--- config.mk ---
export PLATFORM = sky130hd
export DESIGN_NAME = reorder_buffer_tagged_flat
export DESIGN_NICKNAME = d
export VERILOG_FILES = /design/src/rtl/reorder_buffer_tagged_if.sv /design/src/rtl/reorder_buffer_tagged.sv /design/src/flat_wrapper.sv
export SDC_FILE = /design/constraint.sdc
export NUM_CORES = 1
export LEC_CHECK = 0
export CAP_MARGIN = 25
export CORE_MARGIN = 4
export CORE_UTILIZATION = 35
export CTS_CLUSTER_DIAMETER = 150
export DETAILED_ROUTE_END_ITERATION = 8
export PLACE_DENSITY = 0.47
export SETUP_SLACK_MARGIN = 0.15
export SYNTH_ARGS = -nofsm -noshare
export SYNTH_HDL_FRONTEND = slang
export SYNTH_SLANG_ARGS = --single-unit
export TNS_END_PERCENT = 30
--- constraint.sdc ---
create_clock -name clk -period 4.2 [get_ports clk]
set_clock_uncertainty 0.15 [all_clocks]
set_input_delay 1.26 -clock clk [delete_from_list [all_inputs] [get_ports clk]]
set_output_delay 1.26 -clock clk [all_outputs]
set_load 0.01 [all_outputs]
--- src/rtl/reorder_buffer_tagged_if.sv ---
// AR/R channel bundle between the upstream slave port, the reorder buffer and the downstream master port.
// The slave modport is the buffer's view; the master modport is the surrounding system's view.
interface reorder_buffer_tagged_if #(
  parameter int DATA_WIDTH = 8,
  parameter int ID_WIDTH   = 4,
  parameter int DEPTH      = 16
);
  localparam int TW = $clog2(DEPTH);

  logic [ID_WIDTH-1:0]   s_arid_i;
  logic                  s_arvalid_i;
  logic                  s_arready_o;
  logic [DATA_WIDTH-1:0] s_rdata_o;
  logic [ID_WIDTH-1:0]   s_rid_o;
  logic                  s_rvalid_o;
  logic                  s_rready_i;
  logic [TW-1:0]         m_arid_o;
  logic                  m_arvalid_o;
  logic                  m_arready_i;
  logic [DATA_WIDTH-1:0] m_rdata_i;
  logic [TW-1:0]         m_rid_i;
  logic                  m_rvalid_i;
  logic                  m_rready_o;
  logic [TW:0]           count_o;
  logic                  err_unexp_o;

  modport slave (
    input  s_arid_i, s_arvalid_i, s_rready_i, m_arready_i, m_rdata_i, m_rid_i, m_rvalid_i,
    output s_arready_o, s_rdata_o, s_rid_o, s_rvalid_o, m_arid_o, m_arvalid_o, m_rready_o,
           count_o, err_unexp_o
  );

  modport master (
    output s_arid_i, s_arvalid_i, s_rready_i, m_arready_i, m_rdata_i, m_rid_i, m_rvalid_i,
    input  s_arready_o, s_rdata_o, s_rid_o, s_rvalid_o, m_arid_o, m_arvalid_o, m_rready_o,
           count_o, err_unexp_o
  );
endinterface

--- src/rtl/reorder_buffer_tagged.sv ---
// Tagged read reorder buffer: each accepted AR is given a slot tag, out-of-order R beats land
// in their slot, and responses retire upstream strictly in AR-acceptance order.
module reorder_buffer_tagged #(
  parameter int DATA_WIDTH = 8,
  parameter int ID_WIDTH   = 4,
  parameter int DEPTH      = 16
) (
  input  logic                  clk,
  input  logic                  rst,
  reorder_buffer_tagged_if.slave bus
);
  localparam int TW = $clog2(DEPTH);

  logic [TW:0]           wr_ptr_reg, rd_ptr_reg;
  logic [DEPTH-1:0]      pend_reg, pend_next;
  logic [DEPTH-1:0]      done_reg, done_next;
  logic                  err_reg;
  logic [ID_WIDTH-1:0]   id_mem [DEPTH];
  logic [DATA_WIDTH-1:0] data_mem [DEPTH];

  logic [TW-1:0] wr_tag, rd_tag;
  logic          empty, full, ar_hs, rs_hs, r_ok, s_rvalid;

  assign wr_tag = wr_ptr_reg[TW-1:0];
  assign rd_tag = rd_ptr_reg[TW-1:0];
  assign empty  = (wr_ptr_reg == rd_ptr_reg);
  assign full   = (wr_tag == rd_tag) && (wr_ptr_reg[TW] != rd_ptr_reg[TW]);

  assign ar_hs    = bus.s_arvalid_i & bus.m_arready_i & ~full;
  assign s_rvalid = ~empty & done_reg[rd_tag];
  assign rs_hs    = s_rvalid & bus.s_rready_i;
  // A beat is only accepted for an allocated slot still waiting for data; anything else is dropped.
  assign r_ok     = bus.m_rvalid_i & pend_reg[bus.m_rid_i] & ~done_reg[bus.m_rid_i];

  generate
    for (genvar gi = 0; gi < DEPTH; gi++) begin : g_slot
      localparam logic [TW-1:0] SLOT = TW'(gi);
      assign pend_next[gi] = (ar_hs && wr_tag == SLOT) ? 1'b1 :
                             (rs_hs && rd_tag == SLOT) ? 1'b0 : pend_reg[gi];
      assign done_next[gi] = (rs_hs && rd_tag == SLOT)          ? 1'b0 :
                             (r_ok && bus.m_rid_i == SLOT)      ? 1'b1 : done_reg[gi];
    end
  endgenerate

  always_ff @(posedge clk or posedge rst) begin
    if (rst) begin
      wr_ptr_reg <= '0;
      rd_ptr_reg <= '0;
      pend_reg   <= '0;
      done_reg   <= '0;
      err_reg    <= 1'b0;
    end else begin
      if (ar_hs) wr_ptr_reg <= wr_ptr_reg + 1'b1;
      if (rs_hs) rd_ptr_reg <= rd_ptr_reg + 1'b1;
      pend_reg <= pend_next;
      done_reg <= done_next;
      err_reg  <= bus.m_rvalid_i & ~r_ok;
    end
  end

  // Payload storage carries no reset; validity is tracked entirely by pend/done.
  always_ff @(posedge clk) begin
    if (ar_hs) id_mem[wr_tag] <= bus.s_arid_i;
    if (r_ok)  data_mem[bus.m_rid_i] <= bus.m_rdata_i;
  end

  assign bus.m_arvalid_o = bus.s_arvalid_i & ~full;
  assign bus.s_arready_o = bus.m_arready_i & ~full;
  assign bus.m_arid_o    = wr_tag;
  assign bus.m_rready_o  = 1'b1;
  assign bus.s_rvalid_o  = s_rvalid;
  assign bus.s_rdata_o   = data_mem[rd_tag];
  assign bus.s_rid_o     = id_mem[rd_tag];
  assign bus.count_o     = wr_ptr_reg - rd_ptr_reg;
  assign bus.err_unexp_o = err_reg;
endmodule

--- src/flat_wrapper.sv ---
// flat-port wrapper written by rule: the top's interface ports become plain ports
module reorder_buffer_tagged_flat 
#(
  parameter int DATA_WIDTH = 8,
  parameter int ID_WIDTH   = 4,
  parameter int DEPTH      = 16
)
  (clk, rst, bus_s_arid_i, bus_s_arvalid_i, bus_s_rready_i, bus_m_arready_i, bus_m_rdata_i, bus_m_rid_i, bus_m_rvalid_i, bus_s_arready_o, bus_s_rdata_o, bus_s_rid_o, bus_s_rvalid_o, bus_m_arid_o, bus_m_arvalid_o, bus_m_rready_o, bus_count_o, bus_err_unexp_o);
  reorder_buffer_tagged_if #(.DATA_WIDTH(DATA_WIDTH), .ID_WIDTH(ID_WIDTH), .DEPTH(DEPTH)) bus_i ();
  input  logic clk;
  input  logic rst;
  input wire logic [$bits(bus_i.s_arid_i)-1:0] bus_s_arid_i;
  input wire logic [$bits(bus_i.s_arvalid_i)-1:0] bus_s_arvalid_i;
  input wire logic [$bits(bus_i.s_rready_i)-1:0] bus_s_rready_i;
  input wire logic [$bits(bus_i.m_arready_i)-1:0] bus_m_arready_i;
  input wire logic [$bits(bus_i.m_rdata_i)-1:0] bus_m_rdata_i;
  input wire logic [$bits(bus_i.m_rid_i)-1:0] bus_m_rid_i;
  input wire logic [$bits(bus_i.m_rvalid_i)-1:0] bus_m_rvalid_i;
  output wire logic [$bits(bus_i.s_arready_o)-1:0] bus_s_arready_o;
  output wire logic [$bits(bus_i.s_rdata_o)-1:0] bus_s_rdata_o;
  output wire logic [$bits(bus_i.s_rid_o)-1:0] bus_s_rid_o;
  output wire logic [$bits(bus_i.s_rvalid_o)-1:0] bus_s_rvalid_o;
  output wire logic [$bits(bus_i.m_arid_o)-1:0] bus_m_arid_o;
  output wire logic [$bits(bus_i.m_arvalid_o)-1:0] bus_m_arvalid_o;
  output wire logic [$bits(bus_i.m_rready_o)-1:0] bus_m_rready_o;
  output wire logic [$bits(bus_i.count_o)-1:0] bus_count_o;
  output wire logic [$bits(bus_i.err_unexp_o)-1:0] bus_err_unexp_o;
  assign bus_i.s_arid_i = bus_s_arid_i;
  assign bus_i.s_arvalid_i = bus_s_arvalid_i;
  assign bus_i.s_rready_i = bus_s_rready_i;
  assign bus_i.m_arready_i = bus_m_arready_i;
  assign bus_i.m_rdata_i = bus_m_rdata_i;
  assign bus_i.m_rid_i = bus_m_rid_i;
  assign bus_i.m_rvalid_i = bus_m_rvalid_i;
  assign bus_s_arready_o = bus_i.s_arready_o;
  assign bus_s_rdata_o = bus_i.s_rdata_o;
  assign bus_s_rid_o = bus_i.s_rid_o;
  assign bus_s_rvalid_o = bus_i.s_rvalid_o;
  assign bus_m_arid_o = bus_i.m_arid_o;
  assign bus_m_arvalid_o = bus_i.m_arvalid_o;
  assign bus_m_rready_o = bus_i.m_rready_o;
  assign bus_count_o = bus_i.count_o;
  assign bus_err_unexp_o = bus_i.err_unexp_o;
  reorder_buffer_tagged #(.DATA_WIDTH(DATA_WIDTH), .ID_WIDTH(ID_WIDTH), .DEPTH(DEPTH)) u_core (.clk(clk), .rst(rst), .bus(bus_i));
endmodule
# Word-level counts from Yosys, hierarchy flattened
# Memories as Yosys holds them, arrays and structs flattened.
# Index checks and enable logic that the tools add are counted.
dict set report word_totals {
  input_bits 22
  out_inout_bits 26
  elab_cells 261
  mem_bits_ro 0
  memories 2
  mem_bits_rw 192
  latch_bits 0
  regBits 43
}
dict set report classes {
  shifts 0
  n_div 0
  addsub 3
  n_reduce_logical 84
  order_cmp 2
  eq_ne 48
  n_mul 0
  muxes 74
  n_bitwise 13
}
# memory words word_bits read_ports rd_ports_with_merged_regs write_ports line
set memory_table {}
lappend memory_table {u_core.data_mem 16 8 1 0 1 reorder_buffer_tagged.sv:19} ;# logic [DATA_WIDTH-1:0] data_mem [DEPTH];
lappend memory_table {u_core.id_mem 16 4 1 0 1 reorder_buffer_tagged.sv:18} ;# logic [ID_WIDTH-1:0] id_mem [DEPTH];
# operator n
set ops {}
lappend ops {{$eq 4x4->1 const B} 24}
lappend ops {{$mux 1} 71}
lappend ops {{$reduce_bool 2->1} 32}
lappend ops {{$logic_and 1x1->1} 49}
lappend ops {{$eq 4x3->1 const B} 12}
lappend ops {{$eq 4x2->1 const B} 6}
lappend ops {{$bmux 1 s4} 3}
lappend ops {{$eq 4x1->1 const B} 3}
lappend ops {{$logic_not 4->1} 3}
lappend ops {{$add 5x1->5 const B} 2}
lappend ops {{$lt 4x5->1 const B} 2}
lappend ops {{$and 1x1->1} 9}
lappend ops {{$eq 5x5->1} 1}
lappend ops {{$sub 5x5->5} 1}
lappend ops {{$eq 4x4->1} 1}
lappend ops {{$not 1->1} 4}
lappend ops {{$ne 1x1->1} 1}

# Longest topological paths before layout
dict set report depth {
  word_depth 7
  depth_mapped 10
  mapped_depth_nobuf 7
}

# Worst setup path before layout
# No wires, ideal clock.
dict set report synth_timing {
  path_kind {register to output}
  start {register u_core.rd_ptr_reg[3]}
  end {output port bus_s_rvalid_o}
  slack_ns 0.579
  required_ns 2.790
  t_arrival_ns 2.211
  path_stages_with_launch 8
  n_path_buf 1
  cell_sequence {dfrtp_1 inv_2 buf_1 ha_1 nand4_1 o32ai_1 a211oi_2 nand2b_1}
}
dict set report synth_via {
  elab_chain_len 3
  word_cells_on_any_way 5
  cone_classes {eq/ne: 1; mux: 2; bitwise: 2}
}
# element line
set synth_lines {}
lappend synth_lines {{from (decl)} reorder_buffer_tagged.sv:14} ;# logic [TW:0] wr_ptr_reg, rd_ptr_reg;
lappend synth_lines {{from (signal assigned)} reorder_buffer_tagged.sv:54} ;# if (rs_hs) rd_ptr_reg <= rd_ptr_reg + 1'b1;
lappend synth_lines {{$bmux 1 s4 / $eq 5x5->1 (equally long branches)} {reorder_buffer_tagged.sv:30, reorder_buffer_tagged.sv:26}}
lappend synth_lines {{$mux 1 (implied by the code) / $not 1->1 (equally long branches)} reorder_buffer_tagged.sv:30} ;# assign s_rvalid = ~empty & done_reg[rd_tag];
lappend synth_lines {{$and 1x1->1 (*)} reorder_buffer_tagged.sv:30}
lappend synth_lines {{to (decl)} flat_wrapper.sv:22} ;# output wire logic [$bits(bus_i.s_rvalid_o)-1:0] bus_s_rvalid_o;
# Every way passes the cells marked *; elsewhere a longest branch is shown, timed or not. The select of a mux whose other input is x is not followed.

# Final worst setup path
dict set report layout_timing {
  start {register u_core.rd_ptr_reg[0]}
  end {output port bus_s_rdata_o[5]}
}
dict set report layout_via {
  elab_chain_len 1
}
# element line
set layout_lines {}
lappend layout_lines {{$mem_v2 16x8} n/a}
lappend layout_lines {{to (decl)} flat_wrapper.sv:20} ;# output wire logic [$bits(bus_i.s_rdata_o)-1:0] bus_s_rdata_o;
# Every way passes these cells.

==> impl_metrics.json <==
{
  "status": "complete, no violations",
  "dp_hpwl_um": 16230,
  "grt_max_degree": 43,
  "clock-root-buffer": "clkbuf_16",
  "tritoncts": "yes",
  "cp_max_fo": 8,
  "largest-register": "u_core.data_mem",
  "hold_viol_final": 0,
  "period_share_pct": 96.11,
  "clk_path_buf_depth": 3,
  "path_delay_family": "multiplexers",
  "cp.arrival_ns": 2.63,
  "routed_wl_um": 24260,
  "worst-r2r-cell-count": 7,
  "ir_drop_uv": 363.2,
  "cp.buffers_inverters": 3,
  "synth_area_per_cell_um2": 18.57,
  "path_class": "register to output pin",
  "yosysTopAreaCell": "edfxtp_1",
  "core_area_mm2": 0.02771,
  "whs_ns": 0.3419,
  "routed_via_density": 5.154,
  "hold_path_class": "register to register",
  "synth_area_leaders": "edfxtp_1 (59%), mux4_2 (15%), dfrtp_1 (11%)",
  "syn_nets": 564,
  "leakagePower_nw": 4.132,
  "antenna_found_initial": 0,
  "multi_input_area_mm2": 0.002810,
  "fin_setup_tns_ns": 0,
  "grt_pass1_vias": 5775,
  "r2r-end": "u_core.id_mem[9][0]$_DFFE_PP_",
  "grt_util_all_layers_pct": 15.96,
  "initial_core_util_pct": 35.45,
  "place_congestion": 0.8261,
  "cap_violations": 0,
  "setup_viol_count_final": 0,
  "synth_cells": 529,
  "end_kind": "output pin",
  "final_common_cell": "edfxtp_1",
  "reg2reg_from": "u_core.rd_ptr_reg[1]$_DFFE_PP0N_",
  "ys_ff_latch": 235,
  "synth_area_mm2": 0.009822,
  "place_ws_ns": 0.2587,
  "cts-htree-levels": 1,
  "grt-ovfl-total": 0,
  "synth_top_area_share_pct": 58.70,
  "syn_to_final_growth_pct": 22.00,
  "path_clk_slew_ns": 0.06,
  "yosysWarnings": 0,
  "synth.distinct_cells": 44,
  "num_rows": 61,
  "dieArea_mm2": 0.03081,
  "rsz0062_at_grt": "true",
  "grt_first_pass_wirelength_um": 36960,
  "largest_register_ffs": 128,
  "finalCriticalPeriod_ns": 4.036,
  "die_w_um": 175.5,
  "slew_headroom_pct": 44.30,
  "start_kind": "register",
  "final-seq-area_mm2": 0.006847,
  "critical_path_required_ns": 2.79,
  "r2r_slack_ns": 0.98,
  "die_h_um": 175.5,
  "critical_path.max_stage_delay_ns": 0.59,
  "diodes": 0,
  "path_cells": "buf_6, buf_16, mux4_2, mux4_2, buf_6",
  "portBuffers": 46,
  "top_regs": "u_core.data_mem (128), u_core.id_mem (64)",
  "slowest_stage": "mux4_2",
  "tightest_slew_ns": 0.8303,
  "post_drt_wl_per_cell_um": 23.76,
  "maxSlewViolCount": 0,
  "drive_above_1_share_pct": 29.55,
  "firstDrtPassIters": 6,
  "hold_start": "u_core.rd_ptr_reg[4]$_DFFE_PP0N_",
  "vias": 5262,
  "drtAntennaViolNets": 0,
  "holdPathEnd": "u_core.rd_ptr_reg[4]$_DFFE_PP0N_",
  "yosysSeqAreaShare_pct": 69.66,
  "timing.final.ws_setup_ns": 0.1636,
  "nets": 660,
  "fmax_mhz": 247.7,
  "clock_latency_ns": 0.54,
  "cts_buffers": 25,
  "dr.first_iter.drc_count": 401,
  "final_cell_mix": "edfxtp_1 (192), mux4_2 (67), buf_4 (42), dfrtp_1 (41)",
  "remaining_drc_errors": 0,
  "io_pins": 48,
  "clock_sinks": 235,
  "whs_path_depth": 1,
  "fillers": 2458,
  "holdBufCountCts": 0,
  "cellPowerDensity_mw_per_mm2": 684.0
}
metal layers:
layer | up-vias | share of wire [%] | global-route usage (%)
met3 | 25 | 4.9 | 2.949
met5 | - | 0 | 0
met2 | 147 | 47 | 25.60
met4 | 0 | 1.8 | 3.509
li1 | 2315 | - | -
met1 | 2775 | 46 | 23.02
timing repair:
item / 4_1_cts / 5_1_grt
resized for setup: 62 / 4
setup buffers: 10 / 0
pin swaps: 3 / 1
endpoints found under the hold margin: 0 / 0
endpoints found under the setup margin: 14 / 9
cloned: 3 / 0
through the flow:
| step | power (W) | area [um^2] | utilization [%] | instances |
|---|---|---|---|---|
| 2_1_floorplan | 0.004661 | 9822 | - | 529 |
| 3_3_place_gp | 0.005772 | 10940 | 39.47 | 963 |
| 3_5_place_dp | 0.005786 | 10940 | 39.47 | 963 |
| 4_1_cts | 0.008257 | 11960 | 43.16 | 1021 |
| 5_1_grt | 0.008620 | 11980 | 43.25 | 1021 |
| 6_report | 0.008196 | 11980 | 43.25 | 1021 |
synthesized netlist by cell type, drive strengths merged:
| cell | instances |
|---|---|
| o21ai | 25 |
| a211oi | 1 |
| nor4b | 1 |
| dfrtp | 43 |
| nor3b | 1 |
| conb | 1 |
| inv | 11 |
| ha | 12 |
| fa | 1 |
| o22a | 9 |
| mux2i | 5 |
| a21o | 2 |
| nor3 | 9 |
| a32o | 4 |
| nand4 | 7 |
| xnor2 | 6 |
| nand2 | 21 |
| o21a | 9 |
| o311a | 1 |
| or4b | 1 |
| nor2 | 32 |
| mux4 | 68 |
| nor2b | 4 |
| o32ai | 1 |
| o2111a | 1 |
| xor2 | 4 |
| buf | 20 |
| nand2b | 6 |
| clkbuf | 10 |
| mux2 | 7 |
| o31ai | 1 |
| nand3 | 9 |
| or3 | 1 |
| edfxtp | 192 |
| a21oi | 2 |
| o2111ai | 1 |
report_power, final:
part,total [W],switching [W],leakage (nW),internal (W)
Clock,0.00227,0.000922,0.409,0.00134
Combinational,0.00299,0.00145,1.46,0.00154
Sequential,0.00294,0.000173,2.26,0.00277
worst max path at each step:
stage,startpoint,end,slack [ns],depth (start not counted)
finish,u_core.rd_ptr_reg[0]$_DFFE_PP0N_,bus_s_rdata_o[5],0.16,5
global route,u_core.rd_ptr_reg[0]$_DFFE_PP0N_,bus_s_rdata_o[5],0.11,5
CTS,u_core.rd_ptr_reg[0]$_DFFE_PP0N_,bus_s_rdata_o[5],0.15,5
detailed placement,bus_m_rid_i[0],u_core.data_mem[5][7]$_DFFE_PP_,0.26,5
global placement,bus_m_rid_i[0],u_core.data_mem[0][0]$_DFFE_PP_,0.29,6
floorplan,u_core.rd_ptr_reg[3]$_DFFE_PP0N_,bus_s_rvalid_o,0.58,7
logic make-up after synthesis:
kind of cell	Yosys count	share of synthesized area, %
fa+ha+maj	13	1.732
simple gates	92	4.599
flops	235	69.66
buf+inv	41	2.076
xor+xnor	10	0.8917
other cells	1	0.03818
mux	80	16.94
compound gates	57	4.064
worst register-to-register path, cell delays in order, from the launching register on:
cell	delay [ns]
dfrtp_2	0.43
inv_1	0.18
ha_1	0.28
nand4_1	0.25
nor2b_1	0.14
nor2_1	0.46
nand2_1	0.43
nor2_1	0.54
layout make-up:
cell class              instances  share of cell area, %
repair buffers                 99                  8.071
well taps                     378                  3.947
clock buffers                  27                  5.284
clock inverters                18                  1.765
inverters                      11                 0.3446
multi-input cells             253                  23.45
flip-flops and latches        235                  57.14
No activity file was read; power rests on OpenSTA's default activity.
